`src/rtl/mem_req_arbiter_pkg.sv`:
```
// Shared types for the memory request arbiter: client ids, command record
// and the round-robin successor helper.
package mem_req_arbiter_pkg;

    localparam int NUM_MEM_CLIENTS = 3;
    localparam int MEM_ADDR_W      = 16;
    localparam int MEM_DATA_W      = 64;

    typedef enum logic [1:0] {
        CLIENT_DECOMP = 2'd0,
        CLIENT_WBUF   = 2'd1,
        CLIENT_COMP   = 2'd2
    } mem_client_e;

    typedef struct packed {
        logic                  we;
        logic [MEM_ADDR_W-1:0] addr;
        logic [MEM_DATA_W-1:0] wdata;
    } mem_cmd_t;

    // Successor in the round-robin ring 0 -> 1 -> 2 -> 0.
    function automatic mem_client_e next_client(input mem_client_e c);
        mem_client_e n;
        case (c)
            CLIENT_DECOMP: n = CLIENT_WBUF;
            CLIENT_WBUF:   n = CLIENT_COMP;
            default:       n = CLIENT_DECOMP;
        endcase
        return n;
    endfunction

endpackage

```
`src/rtl/mem_req_arbiter_fifo.sv`:
```
// Generic synchronous FIFO with registered occupancy count; used as the
// read-tag queue of the memory request arbiter. DEPTH must be a power of 2.
module fifo #(
    parameter type DTYPE = logic,
    parameter int  DEPTH = 8
) (
    input  logic                     clk,
    input  logic                     rst_n,
    input  logic                     push,
    input  DTYPE                     din,
    input  logic                     pop,
    output DTYPE                     dout,
    output logic [$clog2(DEPTH):0]   count,
    output logic                     full,
    output logic                     empty
);

    localparam int PTR_W = $clog2(DEPTH);
    localparam int CNT_W = PTR_W + 1;

    DTYPE             mem_r [DEPTH];
    logic [PTR_W-1:0] wr_ptr_r;
    logic [PTR_W-1:0] rd_ptr_r;
    logic [CNT_W-1:0] count_r;
    logic             push_ok_s;
    logic             pop_ok_s;

    assign full      = (count_r == CNT_W'(DEPTH));
    assign empty     = (count_r == CNT_W'(0));
    assign push_ok_s = push & ~full;
    assign pop_ok_s  = pop & ~empty;
    assign dout      = mem_r[rd_ptr_r];
    assign count     = count_r;

    // Storage write port.
    always_ff @(posedge clk or negedge rst_n) begin
        if (!rst_n) begin
            for (int i = 0; i < DEPTH; i++) begin
                mem_r[i] <= DTYPE'('0);
            end
        end else if (push_ok_s) begin
            mem_r[wr_ptr_r] <= din;
        end
    end

    // Pointers and occupancy; pointers wrap naturally at the power-of-2 depth.
    always_ff @(posedge clk or negedge rst_n) begin
        if (!rst_n) begin
            wr_ptr_r <= PTR_W'(0);
            rd_ptr_r <= PTR_W'(0);
            count_r  <= CNT_W'(0);
        end else begin
            if (push_ok_s) begin
                wr_ptr_r <= wr_ptr_r + PTR_W'(1);
            end
            if (pop_ok_s) begin
                rd_ptr_r <= rd_ptr_r + PTR_W'(1);
            end
            case ({push_ok_s, pop_ok_s})
                2'b10:   count_r <= count_r + CNT_W'(1);
                2'b01:   count_r <= count_r - CNT_W'(1);
                default: count_r <= count_r;
            endcase
        end
    end

endmodule

```
`src/rtl/mem_req_arbiter.sv`:
```
// Round-robin arbiter between decompressor, weight buffer and compressor
// for the single memory port, with in-order read-response steering.
module mem_req_arbiter
    import mem_req_arbiter_pkg::*;
#(
    parameter int ADDR_W          = MEM_ADDR_W,
    parameter int DATA_W          = MEM_DATA_W,
    parameter int MAX_OUTSTANDING = 8
) (
    input  logic                                  clk,
    input  logic                                  rst_n,
    input  logic                                  start,
    input  logic [NUM_MEM_CLIENTS-1:0]            cli_req,
    input  logic [NUM_MEM_CLIENTS-1:0]            cli_we,
    input  logic [NUM_MEM_CLIENTS*ADDR_W-1:0]     cli_addr,
    input  logic [NUM_MEM_CLIENTS*DATA_W-1:0]     cli_wdata,
    output logic [NUM_MEM_CLIENTS-1:0]            cli_ack,
    output logic [DATA_W-1:0]                     cli_rdata,
    output logic [NUM_MEM_CLIENTS-1:0]            cli_rvalid,
    output logic                                  mem_req,
    output logic                                  mem_we,
    output logic [ADDR_W-1:0]                     mem_addr,
    output logic [DATA_W-1:0]                     mem_wdata,
    input  logic                                  mem_ready,
    input  logic [DATA_W-1:0]                     mem_rdata,
    input  logic                                  mem_valid,
    output logic [$clog2(MAX_OUTSTANDING):0]      outstanding,
    output logic                                  err_unexpected
);

    localparam int CNT_W = $clog2(MAX_OUTSTANDING) + 1;

    mem_client_e                 ptr_r;
    mem_cmd_t                    cmd_r;
    logic                        cmd_valid_r;
    logic                        err_r;
    logic [NUM_MEM_CLIENTS-1:0]  rvalid_r;
    logic [DATA_W-1:0]           rdata_r;

    logic                        can_accept_s;
    logic [NUM_MEM_CLIENTS-1:0]  elig_s;
    logic [NUM_MEM_CLIENTS-1:0]  rot_s;
    logic [NUM_MEM_CLIENTS-1:0]  grant_s;
    logic                        any_s;
    mem_client_e                 win_s;
    mem_client_e                 head_s;
    logic                        push_s;
    logic                        pop_s;
    logic [CNT_W-1:0]            count_s;
    logic                        full_s;
    logic                        empty_s;

    // Full is judged on the registered count, so a same-cycle pop never frees a slot.
    assign can_accept_s = ~cmd_valid_r | mem_ready;
    assign elig_s = cli_req & {NUM_MEM_CLIENTS{can_accept_s & ~start}}
                  & (cli_we | {NUM_MEM_CLIENTS{~full_s}});

    // Rotate eligibility so bit 0 is the pointer client, then pick the first set bit.
    always_comb begin
        rot_s   = elig_s;
        win_s   = ptr_r;
        any_s   = 1'b0;
        grant_s = 3'b000;
        case (ptr_r)
            CLIENT_DECOMP: rot_s = elig_s;
            CLIENT_WBUF:   rot_s = {elig_s[0], elig_s[2], elig_s[1]};
            CLIENT_COMP:   rot_s = {elig_s[1], elig_s[0], elig_s[2]};
            default:       rot_s = elig_s;
        endcase
        if (rot_s[0]) begin
            win_s = ptr_r;
            any_s = 1'b1;
        end else if (rot_s[1]) begin
            win_s = next_client(ptr_r);
            any_s = 1'b1;
        end else if (rot_s[2]) begin
            win_s = next_client(next_client(ptr_r));
            any_s = 1'b1;
        end else begin
            win_s = ptr_r;
            any_s = 1'b0;
        end
        if (any_s) begin
            grant_s = 3'b001 << win_s;
        end else begin
            grant_s = 3'b000;
        end
    end

    assign push_s = any_s & ~cli_we[win_s];
    assign pop_s  = mem_valid & ~empty_s;

    fifo #(
        .DTYPE (mem_client_e),
        .DEPTH (MAX_OUTSTANDING)
    ) u_tag_q (
        .clk   (clk),
        .rst_n (rst_n),
        .push  (push_s),
        .din   (win_s),
        .pop   (pop_s),
        .dout  (head_s),
        .count (count_s),
        .full  (full_s),
        .empty (empty_s)
    );

    // Command register: load on grant, retire on mem_ready, otherwise hold.
    always_ff @(posedge clk or negedge rst_n) begin
        if (!rst_n) begin
            cmd_valid_r <= 1'b0;
            cmd_r       <= '0;
        end else if (any_s) begin
            cmd_valid_r <= 1'b1;
            cmd_r.we    <= cli_we[win_s];
            cmd_r.addr  <= cli_addr[int'(win_s)*ADDR_W +: ADDR_W];
            cmd_r.wdata <= cli_wdata[int'(win_s)*DATA_W +: DATA_W];
        end else if (mem_ready) begin
            cmd_valid_r <= 1'b0;
        end else begin
            cmd_valid_r <= cmd_valid_r;
        end
    end

    // Round-robin pointer and sticky error; start rewinds both.
    always_ff @(posedge clk or negedge rst_n) begin
        if (!rst_n) begin
            ptr_r <= CLIENT_DECOMP;
            err_r <= 1'b0;
        end else if (start) begin
            ptr_r <= CLIENT_DECOMP;
            err_r <= 1'b0;
        end else begin
            if (any_s) begin
                ptr_r <= next_client(win_s);
            end
            if (mem_valid && empty_s) begin
                err_r <= 1'b1;
            end
        end
    end

    // Response steering to the client at the head of the tag queue.
    always_ff @(posedge clk or negedge rst_n) begin
        if (!rst_n) begin
            rvalid_r <= 3'b000;
            rdata_r  <= DATA_W'(0);
        end else if (pop_s) begin
            rvalid_r <= 3'b001 << head_s;
            rdata_r  <= mem_rdata;
        end else begin
            rvalid_r <= 3'b000;
        end
    end

    assign cli_ack        = grant_s;
    assign cli_rvalid     = rvalid_r;
    assign cli_rdata      = rdata_r;
    assign mem_req        = cmd_valid_r;
    assign mem_we         = cmd_r.we;
    assign mem_addr       = cmd_r.addr;
    assign mem_wdata      = cmd_r.wdata;
    assign outstanding    = count_s;
    assign err_unexpected = err_r;

endmodule
```
`config.mk`:
```
export PLATFORM = sky130hd
export DESIGN_NAME = mem_req_arbiter
export DESIGN_NICKNAME = d
export VERILOG_FILES = /design/src/rtl/mem_req_arbiter_pkg.sv /design/src/rtl/mem_req_arbiter_fifo.sv /design/src/rtl/mem_req_arbiter.sv
export SDC_FILE = /design/constraint.sdc
export NUM_CORES = 1
export LEC_CHECK = 0
export CAP_MARGIN = 30
export CORE_AREA = 5 5 180 182
export DETAILED_ROUTE_END_ITERATION = 16
export DIE_AREA = 0 0 185 187
export PLACE_DENSITY_LB_ADDON = 0.15
export SKIP_CTS_REPAIR_TIMING = 1
export SLEW_MARGIN = 20
export SYNTH_ARGS = -nofsm -noshare
export SYNTH_HDL_FRONTEND = slang
export SYNTH_SLANG_ARGS = --single-unit
```
`constraint.sdc`:
```
create_clock -name clk -period 10.35 [get_ports clk]
set_input_delay 2.07 -clock clk [delete_from_list [all_inputs] [get_ports clk]]
set_output_delay 2.07 -clock clk [all_outputs]
set_load 0.05 [all_outputs]
```
==> flow_summary.ini <==
[power]
switching_share = 0.5144
power.total_mw = 5.265
p_comb_frac = 0.650
clockPowerShare = 0.125
p_sw_mw = 2.708
sequentialPowerShare = 0.225
peakVddDrop_uv = 251.6
pwr_density_cell_mw_per_mm2 = 360.9
intPower_mw = 2.556
power.leakage_nw = 6.191

[setup_path]
start_kind = primary input
critPathMaxStageDelay_ps = 940
critPathMaxFanout = 15
crit_type = in -> out
regToRegEndpoint = u_tag_q.count[3]
required_ps = 8280
end_kind = primary output
r2r_cells = 11
cp.arrival_ps = 5940
reg2reg_from = u_tag_q.count[1]
r2r_slack_ps = 5460
crit_family = simple AND/OR/NAND/NOR gates
critical_path.most_common_cell = clkdlybuf4s50_1
crit_path_cell_trace = clkdlybuf4s50_1 -> nand2b_1 -> o2111ai_4 -> a2111oi_4 -> a311oi_4 -> nor4_4 -> nor2_2 -> nor3_4 -> clkdlybuf4s50_1
crit_buf_inv = 2
slowest_stage = clkdlybuf4s50_1

[timing]
hold_violations = 0
slew_viol_final = 0
setup_viol_count_final = 0
rsz0062_at_grt = false
fmax_ghz = 0.1248
slew-limit-headroom = 0.4342
post-route-period-util = 0.7743
min_period_ps = 8014
fin_skew_ps = 12.64
setup_tns_ps = 0
tightestPinTransition_ps = 848.7
holdWs_ps = 473.8

[synthesis]
synthesis.area_mm2 = 0.008911
synth_adder_area_share = 0.01123
ys_seq_area_frac = 0.4999
synth_compound_gate_area_share = 0.2001
synth_edf_count = 0
synthCells = 979
synth-simple-area-share = 0.1994
muxShareOfSynthArea = 0.03875
ys_ff_latch = 178
async_flop_share = 1.000
yosys_warnings = 0
synthXorXnorAreaFrac = 0.008846
syn-num-nets = 1302
ys_types = 57
syn_avg_cell_area_um2 = 9.102
synth_ff_type = dfrtp_1
synth_top_family_by_area = compound AO/OA/AOI/OAI gates

[die]
fp.dieW_um = 185
start_util = 0.2928
die_y_um = 187
dieArea_mm2 = 0.03460
fp.coreArea_mm2 = 0.03043
rows = 64
ios = 472

[placed_design]
dp_hpwl_um = 25830
dp_cells = 1787
numPortBuffers = 471
gp_congestion = 0.8604

[clock_tree]
numCtsBuffers = 17
clk_pin_slew_ps = 70
htree_num_levels = 4
cts_root_buf = clkbuf_16
clock_latency_ps = 430
tritoncts = yes
max-clock-path-buffers = 2
cts.sinks = 178

[finish]
nNetsFinal = 1735
fin_cells = 1823
n_fill_cell = 2953
syn_to_final_growth_pct = 63.70
drive_above_1_share = 0.05965

[grt]
grtUsageTotal = 0.1976
antenna_found_initial = 3
overflow = 0
grt_pass1_vias = 9190
grt_pass1_wl_um = 54060
grt_max_degree = 70

[drt]
detail-route-antenna-nets = 0
via_per_inst = 4.846
wl_per_cell_um = 19.28
drc = 0
wirelength_um = 35140
drt_iter0_drc = 466
dr.pass1.iters = 5
via_count = 8834

[min_path]
worstHoldStart = cli_rdata[53]
hold_depth = 2
hold_end = cli_rdata[53]
hp-class = reg -> reg

[status]
outcome = complete, no violations

[run]
maxCapViolCount = 0
-- registers in the layout, indices dropped and copies added (netlist names) --
name / count
u_tag_q.rd_ptr_r: 3
ptr_r: 2
u_tag_q.mem_r: 16
mem_wdata: 64
u_tag_q.wr_ptr_r: 3
cli_rvalid: 3
cli_rdata: 64
mem_addr: 16
err_unexpected: 1
u_tag_q.count: 4
mem_req: 1
mem_we: 1
-- worst reg2reg max path, delay by kind of cell, from the launching register on --
kind / cells / cell delay (ps)
XOR/XNOR: 1 / 180
AO/OA/AOI/OAI: 4 / 1590
flip-flops: 1 / 470
adder cells (fa/ha/maj): 1 / 350
AND/OR/NAND/NOR: 5 / 2230
-- placed cells by master (no fill, tap or decap), types with 12 or more instances in the layout --
| master | Yosys | layout |
|---|---|---|
| clkdlybuf4s50_1 | 0 | 470 |
| nand2_1 | 302 | 302 |
| dfrtp_1 | 178 | 178 |
| o21ai_0 | 86 | 86 |
| a21oi_1 | 53 | 53 |
| a221o_1 | 49 | 49 |
| nor2_1 | 30 | 30 |
| inv_1 | 21 | 21 |
| nor3b_1 | 21 | 21 |
| nand3_1 | 19 | 19 |
| o21a_1 | 20 | 19 |
| clkbuf_16 | 0 | 17 |
| mux2_2 | 14 | 14 |
| o22a_1 | 13 | 13 |
| buf_4 | 0 | 12 |
-- power groups by stage --
stage / registers (mW) / logic (mW) / clock network [mW]
floorplan: 1.97 / 1.52 / 0
detailed placement: 1.19 / 3.43 / 0
CTS: 1.18 / 3.44 / 0.686
global route: 1.22 / 3.70 / 0.714
global placement: 1.18 / 3.39 / 0
finish: 1.18 / 3.42 / 0.658
-- logic make-up after synthesis --
logic type	after synthesis
fa+ha+maj	8
simple gates	406
xor+xnor	9
compound gates	257
flops	178
mux	27
buf+inv	94
-- worst max path at each step --
stage              start         end  slack, ps  cells after the start
2_1_floorplan  mem_ready  cli_ack[1]       3660                      8
3_3_place_gp   mem_ready  cli_ack[2]       2170                      9
3_5_place_dp   mem_ready  cli_ack[0]       2230                     10
4_1_cts        mem_ready  cli_ack[0]       2210                     10
5_1_grt        mem_ready  cli_ack[0]       2080                      9
6_report       mem_ready  cli_ack[0]       2340                      9
-- per-layer routing --
layer	part of all wire	track usage
met1	0.40	0.2473
met2	0.48	0.3214
met3	0.091	0.06379
met4	0.029	0.06748
met5	0.00077	0
-- Yosys cell counts (5+ instances only) --
cell type / number / area (um^2)
nand3_1: 19 / 95.09
dfrtp_1: 178 / 4454
a21oi_1: 53 / 265.3
o21ai_0: 86 / 430.4
nor3b_1: 21 / 157.7
nand4_1: 5 / 31.28
xnor2_1: 5 / 43.79
ha_1: 8 / 100.1
o21ai_1: 10 / 50.05
a221o_1: 49 / 490.5
o22a_1: 13 / 113.9
buf_2: 15 / 75.07
inv_1: 21 / 78.83
o21a_1: 20 / 150.1
nand2_1: 302 / 1134
nor2_1: 30 / 112.6
clkbuf_1: 54 / 202.7
mux2_2: 14 / 157.7
mux2_1: 6 / 67.56
-- layout make-up --
cell class	instances	area (um^2)	area share
timing repair buffer	486	4858	0.3330
clock inverter	14	150.1	0.01029
sequential	178	4454	0.3053
inverter	22	82.58	0.005661
multi-input combinational	707	4113	0.2819
clock buffer	18	429.2	0.02942
antenna	2	5.005	0.0003431
tap	396	495.5	0.03397
-- stage by stage --
stage	cell area [um^2]	utilization	setup slack (ps)
detailed placement	13960	0.4589	2233
finish	14590	0.4794	2336
floorplan	8911	-	3655
global placement	13950	0.4586	2167
global route	14590	0.4793	2081
CTS	14540	0.4780	2213
Power figures use the tool's default switching activity.
